File: src/rtl/alu_arbiter.sv
// Round-robin arbiter sharing one combinational ALU between two requesters.
// Registers the ALU operands, captures result/flags, returns them on a valid/ready channel.
module alu_arbiter #(
  parameter int N = 32
) (
  input  logic         clk,
  input  logic         rst_n,
  input  logic [1:0]   req_valid,
  output logic [1:0]   req_ready,
  input  logic [N-1:0] req0_a,
  input  logic [N-1:0] req0_b,
  input  logic [1:0]   req0_op,
  input  logic [N-1:0] req1_a,
  input  logic [N-1:0] req1_b,
  input  logic [1:0]   req1_op,
  output logic [N-1:0] alu_src1,
  output logic [N-1:0] alu_src2,
  output logic [1:0]   alu_ctrl,
  input  logic [N-1:0] alu_num,
  input  logic [3:0]   alu_flags,
  output logic         rsp_valid,
  input  logic         rsp_ready,
  output logic         rsp_id,
  output logic [N-1:0] rsp_num,
  output logic [3:0]   rsp_flags,
  output logic         busy
);

  typedef enum logic [1:0] {
    IDLE = 2'd0,
    EXEC = 2'd1,
    RESP = 2'd2
  } state_t;

  state_t r_state;
  state_t w_next;
  logic   r_last_grant;
  logic   w_grant;
  logic   w_accept;

  // Contention goes to whoever did not win last time; reset value 1 favours requester 0.
  always_comb begin
    w_grant = 1'b0;
    if (req_valid == 2'b11) w_grant = ~r_last_grant;
    else if (req_valid[1])  w_grant = 1'b1;
  end

  assign w_accept = (r_state == IDLE) && (|req_valid);
  assign busy     = (r_state != IDLE);

  always_ff @(posedge clk or negedge rst_n) begin
    if (!rst_n) r_state <= IDLE;
    else        r_state <= w_next;
  end

  always_comb begin
    w_next    = r_state;
    req_ready = 2'b00;
    case (r_state)
      IDLE: begin
        if (w_accept) begin
          req_ready = w_grant ? 2'b10 : 2'b01;
          w_next    = EXEC;
        end
      end
      EXEC:    w_next = RESP;
      RESP:    if (rsp_ready) w_next = IDLE;
      default: w_next = IDLE;
    endcase
  end

  always_ff @(posedge clk or negedge rst_n) begin
    if (!rst_n) begin
      r_last_grant <= 1'b1;
      alu_src1     <= '0;
      alu_src2     <= '0;
      alu_ctrl     <= 2'b00;
      rsp_valid    <= 1'b0;
      rsp_id       <= 1'b0;
      rsp_num      <= '0;
      rsp_flags    <= 4'b0000;
    end else begin
      if (w_accept) begin
        alu_src1     <= w_grant ? req1_a  : req0_a;
        alu_src2     <= w_grant ? req1_b  : req0_b;
        alu_ctrl     <= w_grant ? req1_op : req0_op;
        r_last_grant <= w_grant;
      end
      // ALU operands have been stable for the whole EXEC cycle; sample its output now.
      if (r_state == EXEC) begin
        rsp_num   <= alu_num;
        rsp_flags <= alu_flags;
        rsp_id    <= r_last_grant;
        rsp_valid <= 1'b1;
      end else if ((r_state == RESP) && rsp_ready) begin
        rsp_valid <= 1'b0;
      end
    end
  end

endmodule

File: config.mk
export PLATFORM = sky130hd
export DESIGN_NAME = alu_arbiter
export DESIGN_NICKNAME = d
export VERILOG_FILES = /design/src/rtl/alu_arbiter.sv
export SDC_FILE = /design/constraint.sdc
export NUM_CORES = 1
export LEC_CHECK = 0
export CORE_MARGIN = 5
export CORE_UTILIZATION = 37
export DETAILED_ROUTE_END_ITERATION = 16
export GPL_TIMING_DRIVEN = 0
export HOLD_SLACK_MARGIN = 0.03
export PLACE_DENSITY = 0.8
export SYNTH_ARGS = -nofsm -noshare
export SYNTH_HDL_FRONTEND = slang
export SYNTH_SLANG_ARGS = --single-unit
File: constraint.sdc
create_clock -name clk -period 2.4 [get_ports clk]
set_clock_uncertainty 0.2 [all_clocks]
set_input_delay 0.48 -clock clk [delete_from_list [all_inputs] [get_ports clk]]
set_output_delay 0.48 -clock clk [all_outputs]
set_load 0.1 [all_outputs]
==> flow_summary.yaml <==
cts:
  clkLatencyLatePin_ns: 0.34
  path_clk_slew_ns: 0.07
  cts_setup_buffers: 0
  h-tree-depth: 3
  cts_buffer_depth: 2
  cts.sinks: 107
  cts-root-buf: "clkbuf_16"
  cts_tree: "done"
  numCtsBuffers: 9
floorplanning:
  start_util_pct: 37.7
  fp-row-count: 40
  die_width_um: 121
  io_pins: 280
  core_um2: 12000
  die_y_um: 121
  die-area_um2: 14600
critical_path:
  cp.arrival_ns: 1.66
  startpoint_type: "input pin"
  crit_required_ns: 1.72
  path_class: "input pin to output port"
  crit_path_end_kind: "output port"
  reg2reg_depth: 6
  crit_fanout: 10
  r2r_slack_ns: 0.38
global_route:
  grt_usage_pct: 21.3
  grt_use_met2_pct: 35.3
  grtUsageMet3_pct: 6.55
  use_met1_pct: 25.8
  grt_pass1_vias: 4488
  grt_max_degree: 61
  gr-total-overflow: 0
  antenna_found_initial: 0
  grt_pass1_wl_um: 24400
  busiest_layer: "met2"
sta:
  finalCritPeriodShare_pct: 97.6
  worst_pin_slew_ns: 1.02
  min_period_ns: 2.34
  fmax_ghz: 0.427
  timing.final.hold_violations: 0
  rsz0062_at_grt: "no"
  slew_headroom_pct: 32.0
  fin_setup_tns_ns: 0
  drv_slew: 0
  setup-violations-final: 0
flow_run:
  maxCapViolations: 0
yosys:
  syn-instance-count: 327
  synth_edf_count: 0
  synth_top_cell_area_share_pct: 58.6
  synth.cell_area_um2: 4530
  synth_top_flop_cell: "dfrtp_1"
  synth.distinct_cells: 21
  ys_warn_count: 0
  yosysTopAreaCell: "dfrtp_1"
  syn_nets: 500
  synth.most_common_cell: "dfrtp_1"
  synth-seq-area-share_pct: 59.1
  synth_area_leaders: "dfrtp_1 (59%), a221o_1 (15%), o21a_1 (11%)"
  synth-seq-cells: 107
  async_flop_share_pct: 100
  ys_top_cells_by_count: "dfrtp_1 (106), a221o_1 (66), o21a_1 (66)"
  syn_area_per_cell_um2: 13.9
place:
  place_hpwl_um: 12100
  port_buffers: 279
  gp_congestion: 0.785
layout:
  antenna_cells: 0
  drive_gt1_share_pct: 13.7
  final_nets: 790
  syn2layout_area_growth_pct: 71.1
  fill_cells: 948
routing:
  drt_iter0_drc: 205
  first_pass_iters: 4
  via_count: 4094
  drc: 0
  via_per_inst: 5.32
  ant_nets: 0
  routed_wirelength_um: 15700
  routedWlPerCell_um: 20.4
worst_hold_path:
  min_path_cells: 1
  holdCritPathClass: "flop to flop"
outcome:
  status: "completed"
-- sequential cells by signal, indices dropped and copies added, names as in the netlist --
register / count
alu_src2: 32
alu_ctrl: 2
r_state: 2
r_last_grant: 1
alu_src1: 32
rsp_num: 32
rsp_flags: 4
rsp_valid: 1
rsp_id: 1
-- through the flow --
stage / setup slack (ns) / util, % / hold slack [ns] / cell area, um2 / instances
2_1_floorplan: 0.197 / - / -0.0156 / 4530 / 327
3_3_place_gp: -3.39 / 62.5 / 0.287 / 7510 / 753
3_5_place_dp: -0.987 / 62.7 / 0.294 / 7530 / 754
4_1_cts: 0.0118 / 64.4 / 0.305 / 7740 / 769
5_1_grt: 0.00270 / 64.5 / 0.327 / 7750 / 769
6_report: 0.0570 / 64.5 / 0.302 / 7750 / 769
-- per-layer routing --
metal	vias up	part of all wire, %
met1	1985	40
met3	31	9.3
met5	-	0
li1	1861	-
met2	217	48
met4	0	2.5
-- logic make-up (layout without fill, tap and decap cells) --
logic type,after synthesis,in the layout,share of synthesized area [%]
buf+inv,36,331,4.34
mux,37,37,9.20
compound gates,135,135,25.9
flops,107,107,59.1
simple gates,12,12,1.46
-- critical path, cell delays in order --
cell             delay [ns]
clkdlybuf4s50_1        0.49
nand2b_1               0.06
and3_1                 0.17
buf_2                  0.15
buf_8                  0.15
buf_12                 0.16
-- layout make-up --
cell class	instances	area [um2]	area share, %
inverter	2	7.51	0.0969
timing repair buffer	281	2710	35.0
sequential	107	2680	34.6
multi-input combinational	184	1650	21.3
tap	147	184	2.37
buffer	32	193	2.49
clock buffer	9	225	2.91
clock inverter	7	98.8	1.28
-- path summary, 6_finish.rpt --
kind | startpoint | endpoint
max | req_valid[1] | req_ready[0]
min | rsp_num[0]$_DFFE_PN0P_ | rsp_num[0]$_DFFE_PN0P_
max reg2reg | r_state[0]$_DFFE_PN0P_ | alu_src2[28]$_DFFE_PN0N_
min reg2reg | rsp_num[0]$_DFFE_PN0P_ | rsp_num[0]$_DFFE_PN0P_
max in group asynchronous | rst_n | r_last_grant$_DFFE_PN1N_
min in group asynchronous | rst_n | rsp_num[28]$_DFFE_PN0P_
-- cell usage in the layout (no fill, tap or decap), types with 2 or more instances in the layout --
master | netlist | routed
nand2_1 | 2 | 2
nand2b_1 | 2 | 2
buf_4 | 0 | 2
and3_1 | 2 | 2
clkbuf_1 | 10 | 9
o21a_1 | 66 | 66
mux2_2 | 37 | 37
dlygate4sd2_1 | 0 | 104
buf_8 | 0 | 2
buf_6 | 5 | 5
clkbuf_16 | 0 | 9
buf_2 | 18 | 16
clkdlybuf4s50_1 | 0 | 171
inv_6 | 0 | 2
bufinv_16 | 0 | 2
a21oi_1 | 2 | 2
a221o_1 | 66 | 66
nor2_1 | 2 | 2
dfrtp_1 | 106 | 106
-- repair_timing --
item | in CTS | in global routing
resized for setup | 128 | 4
hold endpoints to repair | 47 | 0
hold buffers | 1 | 0
setup endpoints to repair | 107 | 2
Power is not shown: default switching activity piles up to over one toggle a cycle in this logic, so the estimate is an artifact.
